<file path="config.mk">
export PLATFORM = sky130hd
export DESIGN_NAME = stm1_deframer
export DESIGN_NICKNAME = d
export VERILOG_FILES = /design/src/rtl/stm1_deframer.sv
export SDC_FILE = /design/constraint.sdc
export NUM_CORES = 1
export LEC_CHECK = 0
export ABC_AREA = 1
export CAP_MARGIN = 25
export CORE_MARGIN = 2
export CORE_UTILIZATION = 31
export CTS_BUF_LIST = sky130_fd_sc_hd__clkbuf_8
export DETAILED_ROUTE_END_ITERATION = 7
export PLACE_DENSITY = 0.55
export SLEW_MARGIN = 25
export SYNTH_ARGS = -nofsm -noshare
export SYNTH_HDL_FRONTEND = slang
export SYNTH_SLANG_ARGS = --single-unit
</file>
<file path="constraint.sdc">
create_clock -name clk -period 2.25 [get_ports clk]
set_input_delay 0.3375 -clock clk [delete_from_list [all_inputs] [get_ports clk]]
set_output_delay 0.3375 -clock clk [all_outputs]
set_load 0.005 [all_outputs]
</file>
<file path="src/rtl/stm1_deframer.sv">
// STM-1 receive deframer: finds A1/A2 alignment, tracks row/column, and emits the
// 260x9 C-4 payload of each locked frame with one cycle of latency.
module stm1_deframer #(
    parameter int          STM1_LENGTH = 270,
    parameter int          STM1_WIDTH  = 9,
    parameter int          SOH_COLS    = 9,
    parameter int          POH_COLS    = 1,
    parameter logic [7:0]  A1_BYTE     = 8'hF6,
    parameter logic [7:0]  A2_BYTE     = 8'h28,
    parameter int          MISS_LIMIT  = 4
) (
    input  logic       clk,
    input  logic       rst,
    input  logic [7:0] stm_data,
    input  logic       stm_valid,
    output logic [7:0] c4_data,
    output logic       c4_valid,
    output logic       c4_sof,
    output logic       c4_sor,
    output logic       in_frame,
    output logic [8:0] col_idx,
    output logic [3:0] row_idx,
    output logic       oof_pulse
);

    localparam int PAYLOAD_COL = SOH_COLS + POH_COLS;
    localparam int CHECK_COL   = 5;
    localparam int MISS_W      = $clog2(MISS_LIMIT + 1);

    typedef enum logic [1:0] {
        HUNT    = 2'd0,
        PRESYNC = 2'd1,
        SYNC    = 2'd2
    } state_t;

    state_t            state;
    logic [39:0]       sr;
    logic [MISS_W-1:0] miss;
    logic              armed;

    logic [8:0] nxt_col;
    logic [3:0] nxt_row;
    logic       match;
    logic       check_pt;

    // Position of the byte being accepted now, predicted from the last one.
    always_comb begin
        nxt_col = col_idx + 9'd1;
        nxt_row = row_idx;
        if (col_idx == 9'(STM1_LENGTH - 1)) begin
            nxt_col = '0;
            nxt_row = (row_idx == 4'(STM1_WIDTH - 1)) ? 4'd0 : row_idx + 4'd1;
        end
    end

    // sr keeps the five previous bytes; with the current byte that forms the six-byte window.
    assign match    = ({sr, stm_data} == {A1_BYTE, A1_BYTE, A1_BYTE, A2_BYTE, A2_BYTE, A2_BYTE});
    assign check_pt = (nxt_row == 4'd0) && (nxt_col == 9'(CHECK_COL));

    always_ff @(posedge clk or posedge rst) begin
        if (rst) begin
            state     <= HUNT;
            sr        <= '0;
            miss      <= '0;
            armed     <= 1'b0;
            col_idx   <= '0;
            row_idx   <= '0;
            c4_data   <= '0;
            c4_valid  <= 1'b0;
            c4_sof    <= 1'b0;
            c4_sor    <= 1'b0;
            in_frame  <= 1'b0;
            oof_pulse <= 1'b0;
        end else begin
            c4_valid  <= 1'b0;
            c4_sof    <= 1'b0;
            c4_sor    <= 1'b0;
            oof_pulse <= 1'b0;
            if (stm_valid) begin
                sr      <= {sr[31:0], stm_data};
                col_idx <= nxt_col;
                row_idx <= nxt_row;

                // armed stays low for the frame in which SYNC was entered.
                if (state == SYNC && armed && nxt_col >= 9'(PAYLOAD_COL)) begin
                    c4_data  <= stm_data;
                    c4_valid <= 1'b1;
                    c4_sor   <= (nxt_col == 9'(PAYLOAD_COL));
                    c4_sof   <= (nxt_col == 9'(PAYLOAD_COL)) && (nxt_row == 4'd0);
                end

                case (state)
                    HUNT: begin
                        if (match) begin
                            col_idx <= 9'(CHECK_COL);
                            row_idx <= 4'd0;
                            state   <= PRESYNC;
                        end
                    end
                    PRESYNC: begin
                        if (check_pt) begin
                            if (match) begin
                                state    <= SYNC;
                                in_frame <= 1'b1;
                                miss     <= '0;
                                armed    <= 1'b0;
                            end else begin
                                state <= HUNT;
                            end
                        end
                    end
                    SYNC: begin
                        if (nxt_row == 4'd0 && nxt_col == 9'd0) begin
                            armed <= 1'b1;
                        end
                        if (check_pt) begin
                            if (match) begin
                                miss <= '0;
                            end else if (miss == MISS_W'(MISS_LIMIT - 1)) begin
                                state     <= HUNT;
                                in_frame  <= 1'b0;
                                oof_pulse <= 1'b1;
                                armed     <= 1'b0;
                                miss      <= '0;
                            end else begin
                                miss <= miss + MISS_W'(1);
                            end
                        end
                    end
                    default: state <= HUNT;
                endcase
            end
        end
    end

endmodule

</file>
==> results.yml, run 1 <==
layout:
  final_net_count: 502
  n_antenna_cell: 0
  drive_gt1_share_pct: 13.0
  syn2layout_area_growth_pct: 20.4
drt:
  num_vias: 2899
  drtIter0Drc: 129
  viasPerCell: 4.57
  ant_nets: 0
  wl_per_cell_um: 12.0
  drc_errors: 0
  first_pass_iters: 4
  routed_wirelength_um: 7640
timing:
  period_share_pct: 87.8
  setup_viol: 0
  rsz0062_at_grt: "false"
  max-slew-margin-rel_pct: 65.1
  whs_ns: 0.338
  timing.final.crit_period_ns: 1.98
  fin_setup_tns_ns: 0
  worst_slew_pin_slew_ns: 0.522
  hold_violations: 0
  fmax_ghz: 0.506
  worst_slack_ns: 0.274
  maxSlewViolCount: 0
  fin_worst_skew_ns: 0.00661
clock_network:
  postCtsHoldBufs: 0
  cts_htree_levels: 3
  cts.sinks: 72
  cts_tree: "yes"
  path_clk_slew_ns: 0.08
  root_buffer: "clkbuf_8"
  cts_buffer_depth: 2
  clk_latency_ns: 0.35
  numCtsBuffers: 9
logic_synthesis:
  ys_types: 33
  avgSynthCellArea_sq_um: 8.11
  ys_seq_area_share_pct: 49.9
  ys_ff_latch: 72
  syn_inst: 445
  synth_area_sq_um: 3610
  yosys_warnings: 0
  synth_nets: 461
status:
  status: "finished, final reports clean"
floorplan:
  die_area_sq_um: 12500
  ios: 37
  die_x_um: 112
  coreArea_sq_um: 11400
  rows: 39
  start_util_pct: 31.7
  die_y_um: 112
setup_path:
  critPathRequiredTime_ns: 2.49
  worst-setup-path-type: "register to register"
  rr_startpoint: "col_idx[0]"
  cpMostUsedCell: "nand2_1"
  worstPathArrival_ns: 2.21
  crit_fanout: 9
  crit_family: "simple AND/OR/NAND/NOR gates"
  crit_path_end_kind: "register"
  critical_path_buf_inv_count: 0
  slowest_delay_ns: 0.47
  crit_slowest_cell: "dfrtp_1"
  crit_path_start: "col_idx[0]"
  path_cells: "ha_1 -> nand2_1 -> nor2_4 -> nand2_8 -> nand2_1 -> nand3_1 -> nor2_1 -> nand3_2 -> nand2_2 -> nand2_1 -> nand2_1 -> o21ai_1"
  critPathLaunchType: "register"
place:
  post-dp-hpwl_um: 5370
  gp_congestion: 0.816
  io_buffers: 36
  place_ws_ns: 0.0837
power:
  ir_drop_uv: 525
  finalPower_mw: 4.13
  p_per_area_nw_per_um2: 951
  leakage_nw: 2.08
global_routing:
  antenna_found_initial: 0
  grt_usage_pct: 13.2
  grt_first_pass_wirelength_um: 13400
  grt_pass1_vias: 2891
  grt_max_degree: 36
  gr-total-overflow: 0
run:
  drv_cap: 0
hold_path:
  hp-class: "primary input to asynchronous set/reset pin"
[synth_stat cells]
master / n / area [sq um]
a31oi_1: 1 / 6.26
and2_2: 2 / 15.0
buf_1: 2 / 7.51
buf_2: 1 / 5.00
buf_6: 1 / 11.3
buf_8: 1 / 15.0
clkbuf_1: 8 / 30.0
dfrtp_1: 72 / 1800
ha_1: 5 / 62.6
inv_1: 51 / 191
inv_2: 7 / 26.3
inv_6: 1 / 8.76
nand2_1: 139 / 522
nand2_2: 7 / 43.8
nand2_4: 2 / 22.5
nand2_8: 1 / 20.0
nand3_1: 20 / 100
nand3_2: 2 / 20.0
nand3_4: 1 / 17.5
nand3b_1: 1 / 7.51
nand4_1: 7 / 43.8
nor2_1: 38 / 143
nor2_2: 1 / 6.26
nor2_4: 7 / 78.8
nor3_1: 6 / 30.0
nor3_2: 1 / 10.0
nor3b_1: 1 / 7.51
o21ai_0: 31 / 155
o21ai_1: 4 / 20.0
o21ai_2: 9 / 78.8
o21bai_1: 1 / 7.51
o22ai_1: 12 / 75.1
xnor2_1: 2 / 17.5
[metrics by stage]
| step | instances | util, % | area (sq um) |
|---|---|---|---|
| after global routing | 634 | 38.2 | 4340 |
| after CTS | 634 | 38.2 | 4340 |
| after floorplan | 445 | - | 3610 |
| after global placement | 618 | 36.7 | 4170 |
| after detailed placement | 618 | 36.7 | 4170 |
| final | 634 | 38.2 | 4340 |
[power by group]
part / leakage, nW / internal (mW) / switching, mW / total [mW]
Clock: 0.0913 / 0.424 / 0.498 / 0.922
Combinational: 1.08 / 0.660 / 0.784 / 1.44
Sequential: 0.912 / 1.54 / 0.223 / 1.77
Total: 2.08 / 2.63 / 1.50 / 4.13
[kinds of logic after synthesis]
| logic type | count (synthesis) | share of synthesized area (%) |
|---|---|---|
| AND/OR/NAND/NOR | 236 | 30.1 |
| adder cells (fa/ha/maj) | 5 | 1.73 |
| flip-flops | 72 | 49.9 |
| buffers and inverters | 72 | 8.19 |
| AO/OA/AOI/OAI | 58 | 9.50 |
| XOR/XNOR | 2 | 0.486 |
[cells in the final DEF, fill, tap and decap left out, drive strengths merged]
master and count:
a31oi 1, and2 2, buf 7, clkbuf 10, clkdlybuf4s50 36, clkinv 1
clkinvlp 2, dfrtp 72, ha 5, inv 62, nand2 149, nand3 23
nand3b 1, nand4 7, nor2 46, nor3 7, nor3b 1, o21ai 44
o21bai 1, o22ai 12, xnor2 2
[final cells by class]
cell class | count | area (sq um)
Clock inverter | 6 | 36.3
Multi-Input combinational cell | 301 | 1510
Inverter | 59 | 226
Clock buffer | 10 | 138
Sequential cell | 72 | 1800
Fill cell | 1198 | 7030
Tap cell | 143 | 179
Timing Repair Buffer | 43 | 450
[what timing repair did]
| action | 4_1_cts | 5_1_grt |
|---|---|---|
| gates resized for setup | 0 | 1 |
| endpoints found under the setup margin | 0 | 1 |
| setup buffers | 0 | 0 |
[worst paths after layout]
path                            endpoint  slack, ns  depth (start not counted)
worst max-delay path            state[0]       0.27                         12
worst min-delay path              sr[34]       0.34                          2
worst max register to register  state[0]       0.27                         12
worst min register to register    sr[35]       0.48                          2
max in group asynchronous       state[1]       1.36                          3
min in group clk                  sr[35]       0.48                          2
[registers in the layout, indices dropped and copies added (netlist names)]
name / cells
sr: 40
col_idx: 9
c4_data: 8
row_idx: 4
miss: 3
state: 2
armed: 1
c4_sof: 1
c4_sor: 1
c4_valid: 1
in_frame: 1
oof_pulse: 1
[routing by layer]
layer | track usage [%] | vias up | wire [um]
met5 | 0 | - | 0
met4 | 4.36 | 0 | 139
met3 | 4.19 | 14 | 343
met2 | 20.9 | 54 | 3460
met1 | 17.2 | 1351 | 3690
li1 | - | 1480 | -
Power figures use the tool's default switching activity.
==> inputs of run 2 (changes only) <==
--- a/config.mk
+++ b/config.mk
@@ -7,11 +7,11 @@
 export LEC_CHECK = 0
 export ABC_AREA = 1
 export CAP_MARGIN = 25
-export CORE_MARGIN = 2
+export CORE_ASPECT_RATIO = 0.8
 export CORE_UTILIZATION = 31
 export CTS_BUF_LIST = sky130_fd_sc_hd__clkbuf_8
 export DETAILED_ROUTE_END_ITERATION = 7
-export PLACE_DENSITY = 0.55
+export PLACE_DENSITY = 0.54
 export SLEW_MARGIN = 25
 export SYNTH_ARGS = -nofsm -noshare
 export SYNTH_HDL_FRONTEND = slang
==> constraint.sdc (replaced) <==
create_clock -name clk -period 2.2 [get_ports clk]
set_input_delay 0.33 -clock clk [delete_from_list [all_inputs] [get_ports clk]]
set_output_delay 0.33 -clock clk [all_outputs]
set_load 0.005 [all_outputs]
==> run 2 against run 1 <==
- cell area about the same
- power increased by 5.1%
- combinational power up 6%
- largest power group unchanged
- worst setup slack lost 0.054 ns
- sequential cell count did not move
- sequential share of layout area hardly changed
- clock power grew 11%
==> results.yml, run 2 (synthesis gave the netlist of run 1 again) <==
timing:
  worst_slew_pin_slew_ns: 0.399
  setup_viol: 0
  fmax_ghz: 0.505
  maxSlewViolCount: 0
  fin_setup_tns_ns: 0
  max-slew-margin-rel_pct: 73.4
  period_share_pct: 90.0
  rsz0062_at_grt: "false"
  timing.final.crit_period_ns: 1.98
  worst_slack_ns: 0.220
  hold_violations: 0
  fin_worst_skew_ns: 0.00978
floorplan:
  rows: 34
  coreArea_sq_um: 11100
  die_area_sq_um: 12100
  die_y_um: 98.5
  die_x_um: 123
  ios: 37
  start_util_pct: 32.5
setup_path:
  crit_path_end_kind: "register"
  critPathLaunchType: "register"
  worstPathArrival_ns: 2.21
  worst-setup-path-type: "register to register"
  crit_fanout: 9
  reg2reg_slack_ns: 0.22
  critPathRequiredTime_ns: 2.43
global_routing:
  grt_usage_pct: 14.1
  grt_pass1_vias: 2777
  gr-total-overflow: 0
  grt_max_degree: 65
  grt_first_pass_wirelength_um: 13300
  antenna_found_initial: 0
run:
  drv_cap: 0
drt:
  drc_errors: 0
  drtIter0Drc: 142
  first_pass_iters: 4
  viasPerCell: 4.55
  num_vias: 2882
  wl_per_cell_um: 12.2
  ant_nets: 0
  routed_wirelength_um: 7760
layout:
  drive_gt1_share_pct: 13.3
  layout_common_cells: "nand2_1 (139), dfrtp_1 (71), inv_1 (52), nor2_1 (37), clkdlybuf4s50_1 (35)"
  layout_commonest_cell: "nand2_1"
  regArea_sq_um: 1800
  instances_no_fill: 634
  final_net_count: 502
  syn2layout_area_growth_pct: 20.4
  fill_cells: 1157
  multi_input_area_sq_um: 1510
  largest_reg_flops: 40
  n_antenna_cell: 0
  largest_register: "sr"
  fin_util_pct: 39.1
  top_regs: "sr (40), col_idx (9), c4_data (8)"
clock_network:
  path_clk_slew_ns: 0.08
  cts_htree_levels: 3
  cts_tree: "yes"
  clk_latency_ns: 0.35
  root_buffer: "clkbuf_8"
  cts_buffer_depth: 2
  post_cts_buffers: 0
  cts_resized: 0
  cts.sinks: 72
  numCtsBuffers: 9
  postCtsHoldBufs: 0
place:
  dp_cells: 619
  post-dp-hpwl_um: 5360
  place_ws_ns: 0.0354
  gp_congestion: 0.813
  io_buffers: 36
power:
  leakage_nw: 2.09
  p_per_area_nw_per_um2: 1000
  finalPower_mw: 4.34
  ir_drop_uv: 458
status:
  status: "finished, final reports clean"
hold_path:
  hp-class: "primary input to asynchronous set/reset pin"
## run 2: layout make-up
| cell class | count | share of cell area (%) |
|---|---|---|
| clock buffer | 10 | 3.17 |
| clock inverter | 5 | 1.15 |
| inverter | 59 | 5.21 |
| multi-input combinational | 301 | 34.8 |
| sequential | 72 | 41.5 |
| tap | 144 | 4.15 |
| timing repair buffer | 43 | 9.97 |
## run 2: final timing paths
path | cells past startpoint | startpoint | to
max in group asynchronous | 3 | rst | sr[23]
hold / removal | 2 | rst | col_idx[6]
setup reg to reg | 13 | col_idx[1] | state[0]
min in group clk | 3 | stm_valid | sr[8]
hold reg to reg | 2 | sr[35] | sr[35]
setup / recovery | 13 | col_idx[1] | state[0]
## run 2: power by group
part / total, mW / internal, mW / switching, mW
clock network: 1.02 / 0.538 / 0.478
logic: 1.53 / 0.685 / 0.849
registers: 1.79 / 1.58 / 0.212
total: 4.34 / 2.81 / 1.54
## run 2: worst max-delay path, cell delays in order, from the launching register on
cell and delay [ns]:
dfrtp_2 0.44, inv_1 0.08, ha_1 0.16, nand2_1 0.09, nor2_4 0.16, nand2_8 0.11
nand2_1 0.10, nand3_1 0.10, nor2_2 0.17, nand3_2 0.14, nand2_2 0.11, nand2_1 0.08
nand2_1 0.06, o21ai_1 0.05
## run 2: stage by stage
stage / hold WS [ns] / cell area [sq um]
after floorplan: 0.442 / 3610
after global placement: 0.457 / 4150
after detailed placement: 0.461 / 4150
after CTS: 0.214 / 4340
after global routing: 0.223 / 4340
final: 0.212 / 4340
## run 2: per-layer routing
metal	vias to the layer above	routed length, um	track usage, %
met5	-	0	0
met4	0	51	2.81
met3	4	350	4.92
met2	52	3230	20.2
met1	1338	4130	20.3
li1	1488	-	-
==> inputs of run 3 (changes only) <==
--- a/config.mk
+++ b/config.mk
@@ -12,6 +12,7 @@
 export CTS_BUF_LIST = sky130_fd_sc_hd__clkbuf_8
 export DETAILED_ROUTE_END_ITERATION = 7
 export PLACE_DENSITY = 0.54
+export RECOVER_POWER = 100
 export SLEW_MARGIN = 25
 export SYNTH_ARGS = -nofsm -noshare
 export SYNTH_HDL_FRONTEND = slang
==> run 3 against run 2 <==
- register-to-register slack barely moved
- clock skew fell by 0.0019 ns
- sequential share of layout area rose by 0.34 points
- critical path depth did not move
- cell area fell by 0.81%
- critical path type unchanged
- largest cell class unchanged
==> results.yml, run 3 (synthesis gave the netlist of run 1 again) <==
power:
  pwr-share-comb_pct: 34.4
  seq_power_share_pct: 41.9
  switching_share_pct: 35.7
  ir_drop_uv: 443
  pwr-share-clk_pct: 23.7
  power.switching_mw: 1.52
  p_per_area_nw_per_um2: 990
  p_int_mw: 2.74
  leakage_nw: 2.12
drt:
  routed_wirelength_um: 7720
  viasPerCell: 4.53
  drc_errors: 0
  ant_nets: 0
  wl_per_cell_um: 12.2
  drtIter0Drc: 157
  first_pass_iters: 5
  num_vias: 2869
clock_network:
  numCtsBuffers: 9
  post_cts_buffers: 0
  cts_buffer_depth: 2
  path_clk_slew_ns: 0.07
  clk_latency_ns: 0.35
  cts.sinks: 72
  cts_resized: 0
  cts_htree_levels: 3
  root_buffer: "clkbuf_8"
  postCtsHoldBufs: 0
  cts_tree: "yes"
layout:
  fill_cells: 1162
  drive_gt1_share_pct: 12.7
  n_antenna_cell: 0
  final_net_count: 502
  syn2layout_area_growth_pct: 19.4
  largest_register: "sr"
  layout_common_cells: "nand2_1 (139), dfrtp_1 (71), inv_1 (53), nor2_1 (37), o21ai_0 (33)"
  regArea_sq_um: 1800
  largest_reg_flops: 40
  fin_util_pct: 38.8
  final_area_sq_um: 4310
  top_regs: "sr (40), col_idx (9), c4_data (8)"
  layout_commonest_cell: "nand2_1"
  multi_input_area_sq_um: 1510
setup_path:
  worstPathArrival_ns: 2.21
  crit_path_end_kind: "register"
  critPathLaunchType: "register"
  worst-setup-path-type: "register to register"
  critPathRequiredTime_ns: 2.43
  reg2reg_slack_ns: 0.22
  crit_fanout: 9
global_routing:
  grt_max_degree: 65
  grt_pass1_vias: 2777
  grt_first_pass_wirelength_um: 13300
  antenna_found_initial: 0
  gr-total-overflow: 0
  grt_usage_pct: 14.1
place:
  post-dp-hpwl_um: 5360
  dpl_cell_area_sq_um: 4150
  io_buffers: 36
  place_ws_ns: 0.0354
  gp_congestion: 0.813
timing:
  worst_slew_pin_slew_ns: 0.883
  hold_violations: 0
  fin_setup_tns_ns: 0
  timing.final.crit_period_ns: 1.98
  maxSlewViolCount: 0
  max-slew-margin-rel_pct: 41.1
  rsz0062_at_grt: "false"
  period_share_pct: 90.0
  fin_worst_skew_ns: 0.00787
  setup_viol: 0
  fmax_ghz: 0.505
  worst_slack_ns: 0.219
floorplan:
  coreArea_sq_um: 11100
  die_area_sq_um: 12100
  die_y_um: 98.5
  start_util_pct: 32.5
  die_x_um: 123
  rows: 34
  ios: 37
status:
  status: "finished, final reports clean"
hold_path:
  hp-class: "primary input to asynchronous set/reset pin"
run:
  drv_cap: 0
[run 3: cell count changes in the layout (fill, tap and decap cells not counted)]
cell             before  now
clkbuf_1              0    2
buf_12                2    0
inv_2                 8    7
clkbuf_2              0    2
o21ai_0              31   33
o21ai_1               4    2
buf_2                 1    0
dlygate4sd3_1         0   25
clkdlybuf4s50_1      35   10
clkbuf_4              0    1
buf_4                 5    3
inv_1                52   53
[run 3: cell type report]
class,count,share of cell area (%)
clock buffer,10,3.19
clock inverter,5,1.16
inverter,59,5.26
multi-input combinational,301,35.1
sequential,72,41.9
tap,144,4.18
timing repair buffer,43,9.24
[run 3: final timing paths]
path / start / cells after the start / end
worst min register to register: sr[35] / 2 / sr[35]
worst max-delay path: col_idx[1] / 13 / state[0]
worst max register to register: col_idx[1] / 13 / state[0]
max in group asynchronous: rst / 3 / sr[23]
worst min-delay path: rst / 2 / col_idx[6]
min in group clk: sr[35] / 2 / sr[35]
[run 3: stage by stage]
step	std cells	power (mW)	hold WS, ns
2_1_floorplan	445	2.79	0.442
3_3_place_gp	619	3.32	0.457
3_5_place_dp	619	3.35	0.461
4_1_cts	634	4.39	0.214
5_1_grt	634	4.59	0.411
6_report	634	4.27	0.382
[run 3: metal layers]
| layer | share of wire (%) | wire length (um) | vias up | track usage, % |
|---|---|---|---|---|
| met1 | 53 | 4060 | 1322 | 20.3 |
| li1 | - | - | 1490 | - |
| met4 | 0.66 | 51 | 0 | 2.81 |
| met3 | 4.6 | 355 | 4 | 4.92 |
| met2 | 42 | 3250 | 53 | 20.2 |
| met5 | 0 | 0 | - | 0 |
[run 3: power groups by stage]
stage               combinational [mW]  clock, mW  sequential (mW)
floorplan                        0.999          0             1.79
global placement                  1.51          0             1.81
detailed placement                1.53          0             1.82
CTS                               1.54       1.05             1.79
global route                      1.65       1.11             1.83
finish                            1.47       1.01             1.79
[run 3: critical path, stage by stage (launching register included)]
cell,delay [ns]
dfrtp_2,0.44
inv_1,0.08
ha_1,0.15
nand2_1,0.09
nor2_4,0.16
nand2_8,0.11
nand2_1,0.10
nand3_1,0.10
nor2_2,0.17
nand3_2,0.14
nand2_2,0.11
nand2_1,0.08
nand2_1,0.06
o21ai_1,0.05
